===== config.mk =====
export PLATFORM = sky130hd
export DESIGN_NAME = color_bar_timing_gen
export DESIGN_NICKNAME = d
export VERILOG_FILES = /design/src/rtl/color_bar_pkg.sv /design/src/rtl/color_bar_lut.sv /design/src/rtl/color_bar_timing_gen.sv
export SDC_FILE = /design/constraint.sdc
export NUM_CORES = 1
export LEC_CHECK = 0
export CAP_MARGIN = 20
export CORE_ASPECT_RATIO = 1.2
export CORE_MARGIN = 2
export CORE_UTILIZATION = 46
export CTS_CLUSTER_SIZE = 16
export DETAILED_ROUTE_END_ITERATION = 16
export GPL_ROUTABILITY_DRIVEN = 1
export PLACE_DENSITY_LB_ADDON = 0.2
export SLEW_MARGIN = 20
export SYNTH_ARGS = -nofsm -noshare
export SYNTH_HDL_FRONTEND = slang
export SYNTH_SLANG_ARGS = --single-unit

===== constraint.sdc =====
create_clock -name clk -period 5.5 [get_ports clk]
set_input_delay 1.1 -clock clk [delete_from_list [all_inputs] [get_ports clk]]
set_output_delay 1.1 -clock clk [all_outputs]
set_load 0.02 [all_outputs]

===== src/rtl/color_bar_pkg.sv =====
// rtl/color_bar_pkg.sv - shared constants and colour table for the colour-bar timing generator
package color_bar_pkg;

   localparam int VH_BITWIDTH_DEF = 13;
   localparam int NUM_BARS        = 8;
   localparam int BAR_IDX_W       = 3;

   // Colour masks as {R,G,B}; each bit expands to an all-ones or all-zeros component
   localparam logic [2:0] MASK_WHITE   = 3'b111;
   localparam logic [2:0] MASK_YELLOW  = 3'b110;
   localparam logic [2:0] MASK_CYAN    = 3'b011;
   localparam logic [2:0] MASK_GREEN   = 3'b010;
   localparam logic [2:0] MASK_MAGENTA = 3'b101;
   localparam logic [2:0] MASK_RED     = 3'b100;
   localparam logic [2:0] MASK_BLUE    = 3'b001;
   localparam logic [2:0] MASK_BLACK   = 3'b000;

   function automatic logic [2:0] bar_rgb_mask(input logic [BAR_IDX_W-1:0] idx);
      logic [2:0] m;
      case (idx)
         3'd0:    m = MASK_WHITE;
         3'd1:    m = MASK_YELLOW;
         3'd2:    m = MASK_CYAN;
         3'd3:    m = MASK_GREEN;
         3'd4:    m = MASK_MAGENTA;
         3'd5:    m = MASK_RED;
         3'd6:    m = MASK_BLUE;
         default: m = MASK_BLACK;
      endcase
      return m;
   endfunction

endpackage


===== src/rtl/color_bar_lut.sv =====
// rtl/color_bar_lut.sv - combinational bar index to {R,G,B} pixel lookup
module color_bar_lut
   import color_bar_pkg::*;
#(
   parameter int DATA_WIDTH = 8
) (
   input  logic [BAR_IDX_W-1:0]    idx,
   output logic [3*DATA_WIDTH-1:0] rgb
);

   // Expand the 3-bit colour mask into full-width components
   always_comb begin
      logic [2:0] m;
      m   = bar_rgb_mask(idx);
      rgb = {{DATA_WIDTH{m[2]}}, {DATA_WIDTH{m[1]}}, {DATA_WIDTH{m[0]}}};
   end

endmodule


===== src/rtl/color_bar_timing_gen.sv =====
// rtl/color_bar_timing_gen.sv - H/V counts to hs/vs/de/RGB colour-bar stream, 2-stage pipeline; optional COLOR_BAR_SCROLL_EN
module color_bar_timing_gen
   import color_bar_pkg::*;
#(
   parameter int VH_BITWIDTH = VH_BITWIDTH_DEF,
   parameter int DATA_WIDTH  = 8
) (
   input  logic                    clk,
   input  logic                    rst,
   input  logic                    ce,
   input  logic [VH_BITWIDTH-1:0]  h_cnt,
   input  logic [VH_BITWIDTH-1:0]  v_cnt,
   input  logic [VH_BITWIDTH-1:0]  h_active,
   input  logic [VH_BITWIDTH-1:0]  h_sync_start,
   input  logic [VH_BITWIDTH-1:0]  h_sync_end,
   input  logic [VH_BITWIDTH-1:0]  v_active,
   input  logic [VH_BITWIDTH-1:0]  v_sync_start,
   input  logic [VH_BITWIDTH-1:0]  v_sync_end,
   input  logic                    hs_pol,
   input  logic                    vs_pol,
   output logic                    vid_hs,
   output logic                    vid_vs,
   output logic                    vid_de,
   output logic [3*DATA_WIDTH-1:0] vid_data,
   output logic                    frame_start
);

   localparam logic [VH_BITWIDTH-1:0] ONE      = VH_BITWIDTH'(1);
   localparam logic [BAR_IDX_W-1:0]   LAST_BAR = BAR_IDX_W'(NUM_BARS - 1);

   logic                    line_start, first_pixel, pix_active, hs_active, vs_active;
   logic [VH_BITWIDTH-1:0]  bar_w_calc, bar_w_r, cur_w, pix_cnt_r, cur_pix;
   logic [BAR_IDX_W-1:0]    bar_idx_r, cur_idx, next_idx, start_idx;
   logic                    de_s1, hs_s1, vs_s1, fs_s1;
   logic [BAR_IDX_W-1:0]    idx_s1;
   logic [3*DATA_WIDTH-1:0] rgb_s1;

`ifdef COLOR_BAR_SCROLL_EN
   logic [7:0] frame_cnt;

   // Frame counter advances as each frame_start pulse leaves the pipeline
   always_ff @(posedge clk) begin
      if (rst)
         frame_cnt <= '0;
      else if (ce && fs_s1)
         frame_cnt <= frame_cnt + 8'd1;
   end

   // Bars shift by one position every 16 frames
   assign start_idx = BAR_IDX_W'(frame_cnt >> 4);
`else
   assign start_idx = '0;
`endif

   // Decode the incoming position; at h_cnt==0 the tracker restarts from fresh values
   always_comb begin
      line_start  = (h_cnt == '0);
      first_pixel = line_start && (v_cnt == '0);
      pix_active  = (h_cnt < h_active) && (v_cnt < v_active);
      hs_active   = (h_cnt >= h_sync_start) && (h_cnt < h_sync_end);
      vs_active   = (v_cnt >= v_sync_start) && (v_cnt < v_sync_end);
      bar_w_calc  = h_active >> 3;
      if (bar_w_calc == '0)
         bar_w_calc = ONE;
      cur_w   = line_start ? bar_w_calc : bar_w_r;
      cur_pix = line_start ? '0 : pix_cnt_r;
      cur_idx = line_start ? start_idx : bar_idx_r;
`ifdef COLOR_BAR_SCROLL_EN
      next_idx = (cur_idx == LAST_BAR) ? '0 : cur_idx + 1'b1;
`else
      next_idx = (cur_idx == LAST_BAR) ? LAST_BAR : cur_idx + 1'b1;
`endif
   end

   // Bar tracker: count pixels within the current bar, step to the next bar at bar_w
   always_ff @(posedge clk) begin
      if (rst) begin
         bar_w_r   <= ONE;
         pix_cnt_r <= '0;
         bar_idx_r <= '0;
      end else if (ce) begin
         bar_w_r <= cur_w;
         if (pix_active && (cur_pix == cur_w - ONE)) begin
            pix_cnt_r <= '0;
            bar_idx_r <= next_idx;
         end else if (pix_active) begin
            pix_cnt_r <= cur_pix + ONE;
            bar_idx_r <= cur_idx;
         end else begin
            pix_cnt_r <= cur_pix;
            bar_idx_r <= cur_idx;
         end
      end
   end

   // Stage 1: register timing decisions and the bar index for this pixel
   always_ff @(posedge clk) begin
      if (rst) begin
         de_s1  <= 1'b0;
         hs_s1  <= ~hs_pol;
         vs_s1  <= ~vs_pol;
         fs_s1  <= 1'b0;
         idx_s1 <= '0;
      end else if (ce) begin
         de_s1  <= pix_active;
         hs_s1  <= hs_active ? hs_pol : ~hs_pol;
         vs_s1  <= vs_active ? vs_pol : ~vs_pol;
         fs_s1  <= first_pixel;
         idx_s1 <= cur_idx;
      end
   end

   color_bar_lut #(.DATA_WIDTH(DATA_WIDTH)) u_lut (
      .idx (idx_s1),
      .rgb (rgb_s1)
   );

   // Stage 2: output registers, pixel data blanked outside the active area
   always_ff @(posedge clk) begin
      if (rst) begin
         vid_de      <= 1'b0;
         vid_hs      <= ~hs_pol;
         vid_vs      <= ~vs_pol;
         frame_start <= 1'b0;
         vid_data    <= '0;
      end else if (ce) begin
         vid_de      <= de_s1;
         vid_hs      <= hs_s1;
         vid_vs      <= vs_s1;
         frame_start <= fs_s1;
         vid_data    <= de_s1 ? rgb_s1 : '0;
      end
   end

endmodule


==> impl_metrics.toml, run 1 <==
[drt]
wl_per_cell_um = 14.7
dr_wl_met2_mm = 6.36
via_count = 4810
highest_layer = "met4"
drt_iter0_drc = 246
first_pass_iters = 4
wl_met1_mm = 5.14
avgViaCountPerCell = 5.62
ant_nets = 0
drc = 0
wl_met3_um = 843
wl_mm = 12.6

[timing]
fin_tns_setup_ps = 0
clock.fmax_mhz = 200
skew_ps = 2.67
finalHoldViolCount = 0
finalSetupViolCount = 0
grt_setup_unrepaired = "false"
slew_violations = 0
post-route-period-util_pct = 91.0
slew_headroom_pct = 62.6
period_needed_ps = 5000
max_slew.worst_pin.slew_ps = 559

[setup_path]
critPathArrivalTime_ps = 5180
r2r_slack_ps = 2280
slowest_delay_ps = 500
crit_path_top_delay_cell = "clkdlybuf4s50_1"
worst_ep_required_time_ps = 5680
r2r-start = "bar_w_r[0]"
crit_chain = "clkdlybuf4s50_1, nor4_2, nand4_1, or2_2, buf_4, nor2_1, a21oi_1, ha_1, buf_4, nor3b_1, xnor2_1, o311ai_0, a221o_1, o31ai_2, o2111ai_1, o21ai_2, nor4b_1, o31a_1"
crit_fanout = 21
timing.rr.end = "pix_cnt_r[5]"
critPathKind = "input pin to flip-flop"
endpoint_kind = "flip-flop"
reg2reg_depth = 11
crit_top_cell = "buf_4"
cp-start-kind = "input pin"

[layout]
drive_gt1_share_pct = 3.15
final_nets = 915
multi_input_area_um2 = 3280
antenna_cells = 0
seqCellArea_um2 = 901
areaGrowthSynthToFinish_pct = 31.2
nFillCells = 886

[clock_network]
cts_tree = "built"
numCtsBuffers = 5
cts_root_buffer = "clkbuf_16"
worstSkewPairLatency_ps = 290
clkTransAtPathRegs_ps = 60
post_cts_resized = 0
post-cts-setup-buffers = 0
hold_buffers = 0
cts.sinks = 43
clockBufferDepth = 2
cts.htree.levels = 2

[grt]
grt_pass1_wl_mm = 20.3
grt_usage_pct = 22.8
gr-total-overflow = 0
grt_max_degree = 35
antenna_found_initial = 0
grt_pass1_vias = 4604

[min_path]
min_path_cells = 2
hold_end = "idx_s1[2]"
hold_path_class = "flip-flop to flip-flop"
hp-start = "idx_s1[2]"

[synthesis]
yosys_warnings = 0
ys_seq_area_share_pct = 19.1
ys.flop_type = "dfxtp_1"
synth.avg_cell_area_um2 = 7.61
synthArstFlopShare_pct = 0
syn_inst = 621
syn_nets = 807
yosys_register_bits = 43
synth_edf_count = 4
synth_area_um2 = 4730
ys_types = 64

[pwr]
p_leak_uw = 0.00270
power_density_nw_per_um2 = 147
p_total_uw = 910
ir_drop_v = 0.000103

[floorplanning]
die_w_um = 96.5
core-area_um2 = 10000
fp.dieH_um = 115
dieArea_um2 = 11100
start_util_pct = 47.2
io_pins = 137
fp-row-count = 40

[place]
port_buffers = 136
place_hpwl_mm = 10.3
gp_congestion = 0.875

[flow_run]
drv_cap = 0

[outcome]
status = "completed"
[logic make-up (layout without fill, tap and decap cells)]
logic type / count (synthesis) / count (layout) / share of synthesized area [%]
simple gates: 211 / 211 / 24.1
compound gates: 139 / 139 / 19.6
buf+inv: 124 / 233 / 11.7
fa+ha+maj: 77 / 77 / 20.4
flops: 43 / 43 / 19.1
xor+xnor: 20 / 20 / 3.71
mux: 7 / 7 / 1.48
[metrics by stage]
stage               hold WS (ps)  worst slack (ps)  area (µm²)  cells  utilization (%)
floorplan                    425               519        4730    621                -
global placement             442               237        6050    848             60.5
detailed placement           457               141        6050    848             60.5
CTS                          467               438        6200    856             61.9
global route                 489               143        6200    856             62.0
finish                       466               495        6200    856             62.0
[worst max-delay path by stage]
stage	from	endpoint	slack, ps	depth (start not counted)
final	h_cnt[12]	pix_cnt_r[5]	500	18
after floorplan	h_cnt[12]	bar_idx_r[0]	520	17
after detailed placement	h_cnt[12]	pix_cnt_r[5]	140	18
after global routing	h_cnt[12]	pix_cnt_r[5]	140	18
after CTS	h_cnt[12]	pix_cnt_r[5]	440	18
after global placement	h_cnt[12]	pix_cnt_r[5]	240	18
[worst max-delay path, delay by kind of cell]
| family | cells | cell delay [ps] |
|---|---|---|
| AO/OA/AOI/OAI | 7 | 1650 |
| buffers and inverters | 3 | 860 |
| adder cells (fa/ha/maj) | 1 | 200 |
| XOR/XNOR | 1 | 150 |
| AND/OR/NAND/NOR | 6 | 1200 |
[flip-flops by register name (all words and copies together), names as in the netlist]
signal	count
fs_s1	1
bar_idx_r	3
vid_vs	1
idx_s1	3
bar_w_r	13
frame_start	1
vid_de	1
hs_s1	1
vid_hs	1
vs_s1	1
pix_cnt_r	13
vid_data	3
de_s1	1
[power breakdown]
group	switching (µW)	internal (µW)	total (µW)
sequential	5.00	325	330
combinational	136	152	288
clock	124	168	292
[cell usage in the layout, fill, tap and decap left out, types with 8 or more instances in the layout]
cell type,count
nor2b_1,13
xnor2_1,15
o211ai_1,8
a21oi_1,43
nand4_1,13
nor4_1,11
o21ai_0,28
nor2_1,30
dfxtp_1,39
nor3_1,13
ha_1,77
nand2_1,53
clkdlybuf4s50_1,136
nand2b_1,14
nand3_1,20
inv_1,82
[final cells by class]
cell class | count | share of cell area, %
timing repair buffer | 143 | 22.8
tap | 126 | 2.54
clock inverter | 2 | 0.202
sequential | 43 | 14.5
inverter | 82 | 4.96
multi-input combinational | 454 | 52.9
clock buffer | 6 | 2.08
[synthesized netlist by cell type, types with 4 or more instances]
cell type	n	share of area, %
nor4_1	12	1.6
o211ai_1	8	1.3
edfxtp_1	4	2.5
clkbuf_1	16	1.3
nor4b_1	5	0.93
nand2b_1	14	1.9
a21o_1	4	0.64
ha_1	77	20
o21a_1	5	0.79
a21oi_1	43	4.6
nor3_1	13	1.4
a211oi_1	7	1.1
nor2_1	30	2.4
xnor2_1	15	2.8
xor2_1	5	0.93
a211o_1	4	0.74
inv_1	82	6.5
o31ai_1	6	0.95
nor2b_1	13	1.7
and3_1	7	0.93
dfxtp_1	39	17
nand2_1	53	4.2
buf_4	21	3.3
buf_1	4	0.32
nand3_1	20	2.1
or4_1	4	0.64
mux2i_1	7	1.5
and4_1	5	0.93
o21ai_0	28	3.0
nand4_1	13	1.7
nand4b_1	4	0.74
[metal layers]
layer,vias up,GRT usage [%]
li1,2417,-
met1,2198,26.5
met2,177,41.4
met3,18,4.72
met4,0,7.23
met5,-,0
(Power assumes the default switching activity.)
==> run 2: changes to the inputs <==
--- a/config.mk
+++ b/config.mk
@@ -17,3 +17,4 @@
 export SYNTH_ARGS = -nofsm -noshare
 export SYNTH_HDL_FRONTEND = slang
 export SYNTH_SLANG_ARGS = --single-unit
+export TNS_END_PERCENT = 100
==> results of run 2 <==
No change in the layout: final DEF, timing and power equal those of run 1.
==> run 3: changes to the inputs <==
--- a/config.mk
+++ b/config.mk
@@ -12,6 +12,7 @@
 export CTS_CLUSTER_SIZE = 16
 export DETAILED_ROUTE_END_ITERATION = 16
 export GPL_ROUTABILITY_DRIVEN = 1
+export GPL_TIMING_DRIVEN = 0
 export PLACE_DENSITY_LB_ADDON = 0.2
 export SLEW_MARGIN = 20
 export SYNTH_ARGS = -nofsm -noshare
==> run 3 against run 2 <==
Highest routed layer unchanged. Routed wire length rose by 3.9%. Global-route usage rose by 1.7 points. Sequential cell count did not move. Non-clock buffer count rose by 38. Cell area rose by 4.3%. Power rose by 1.9%. Combinational power rose by 5%. Final cell count rose by 4.4%. Largest cell class unchanged.
==> impl_metrics.toml, run 3 (synthesis gave the netlist of run 1 again) <==
[drt]
via_count = 5033
first_pass_iters = 7
wl_per_cell_um = 14.6
drc = 0
ant_nets = 0
avgViaCountPerCell = 5.63
wl_mm = 13.0
drt_iter0_drc = 267

[pwr]
p_int_uw = 654
p_sw_uw = 273
pwr-share-seq_pct = 35.6
ir_drop_v = 0.000109
swShare_pct = 29.4
clockPowerShare_pct = 31.7
power_density_nw_per_um2 = 143
p_leak_uw = 0.00289
combPwrFrac_pct = 32.7

[timing]
finalSetupViolCount = 0
post-route-period-util_pct = 96.4
worst_slack_ps = 195
max_slew.worst_pin.slew_ps = 606
period_needed_ps = 5300
clock.fmax_mhz = 189
whs_ps = 457
finalHoldViolCount = 0
slew_headroom_pct = 59.0
fin_tns_setup_ps = 0
skew_ps = 9.51
slew_violations = 0

[outcome]
status = "completed"

[layout]
mostFrequentLayoutCell = "clkdlybuf4s50_1"
nFillCells = 890
layout_common_cells = "130 x clkdlybuf4s50_1, 82 x inv_1, 76 x ha_1"
drive_gt1_share_pct = 6.38
final_nets = 953
post-route-util_pct = 64.6
antenna_cells = 0
top_regs = "bar_w_r x13, pix_cnt_r x13"
seqCellArea_um2 = 901
areaGrowthSynthToFinish_pct = 36.8
multi_input_area_um2 = 3310

[setup_path]
crit_chain = "clkdlybuf4s50_1, nor3_1, nand4_1, or2_2, clkbuf_4, clkbuf_4, a21oi_1, ha_2, or4b_4, nor2_4, xnor2_1, a221o_1, o31ai_4, nand3_1, or3_4, buf_6, a211o_1, o311ai_1"
worst_ep_required_time_ps = 5700
crit_fanout = 10
endpoint_kind = "flip-flop"
r2r_slack_ps = 2160
critPathKind = "input pin to flip-flop"
critPathArrivalTime_ps = 5500
crit_top_cell = "clkbuf_4"
slowest_delay_ps = 510
cp-start-kind = "input pin"
crit_path_top_delay_cell = "clkdlybuf4s50_1"

[floorplanning]
fp.dieH_um = 115
die_w_um = 96.5
io_pins = 137
start_util_pct = 47.2
fp-row-count = 40
dieArea_um2 = 11100
core-area_um2 = 10000

[place]
place_hpwl_mm = 10.9
port_buffers = 135
place_worst_setup_slack_ps = -779
gp_congestion = 0.908

[clock_network]
cts.sinks = 43
clkTransAtPathRegs_ps = 70
clockBufferDepth = 2
cts_tree = "built"
cts.htree.levels = 2
cts_root_buffer = "clkbuf_16"
worstSkewPairLatency_ps = 290
numCtsBuffers = 5

[grt]
grt_max_degree = 15
gr-total-overflow = 0
antenna_found_initial = 0
grt_usage_pct = 24.6
grt_pass1_vias = 4949
grt_pass1_wl_mm = 22.0

[flow_run]
drv_cap = 0

[min_path]
hold_path_class = "flip-flop to flip-flop"
run 3: layout make-up:
class	count	share of cell area, %
repair buffers	139	21.6
clock inverters	3	0.310
inverters	82	4.76
clock buffers	5	1.93
well taps	126	2.44
flip-flops and latches	43	13.9
plain buffers	42	3.91
multi-input cells	454	51.2
run 3: worst max-delay path: cells and delay by family:
| kind | cells | cell delay (ps) |
|---|---|---|
| AOI/OAI and AO/OA | 5 | 1150 |
| xor gates and xnor gates | 1 | 110 |
| adders and majority gates | 1 | 220 |
| buffers and inverters | 4 | 1080 |
| and+or+nand+nor | 7 | 1820 |
run 3: power groups by stage:
stage	Sequential (µW)	Clock [µW]	Combinational, µW
floorplan	340	0	149
global placement	337	0	290
detailed placement	337	0	299
CTS	330	293	304
global route	331	303	339
finish	330	294	303
run 3: path summary, 6_finish.rpt:
path,from,end,depth (start not counted)
hold reg to reg,fs_s1,fs_s1,2
setup reg to reg,bar_w_r[0],bar_idx_r[0],12
hold / removal,fs_s1,fs_s1,2
setup / recovery,h_cnt[6],bar_idx_r[0],18
run 3: layer usage:
metal | global-route usage, % | up-vias | wire (µm)
li1 | - | 2493 | -
met1 | 29.1 | 2294 | 5250
met2 | 43.6 | 208 | 6540
met3 | 3.60 | 38 | 888
met4 | 10.4 | 0 | 370
met5 | 0 | - | 0
run 3: per-stage QoR:
stage                     std cells  power, µW  cell area [µm²]
after detailed placement        882        636             6240
after floorplan                 621        489             4730
after global placement          882        626             6240
after global routing            894        974             6470
after CTS                       893        927             6420
final                           894        927             6470
run 3: what timing repair did:
| item | in CTS | in global routing |
|---|---|---|
| setup buffers | 3 | 1 |
| hold buffers | 0 | 0 |
| gates resized for setup | 7 | 10 |
| pin swaps | 3 | 1 |
| hold endpoints to repair | 0 | 0 |
| setup endpoints to repair | 16 | 15 |
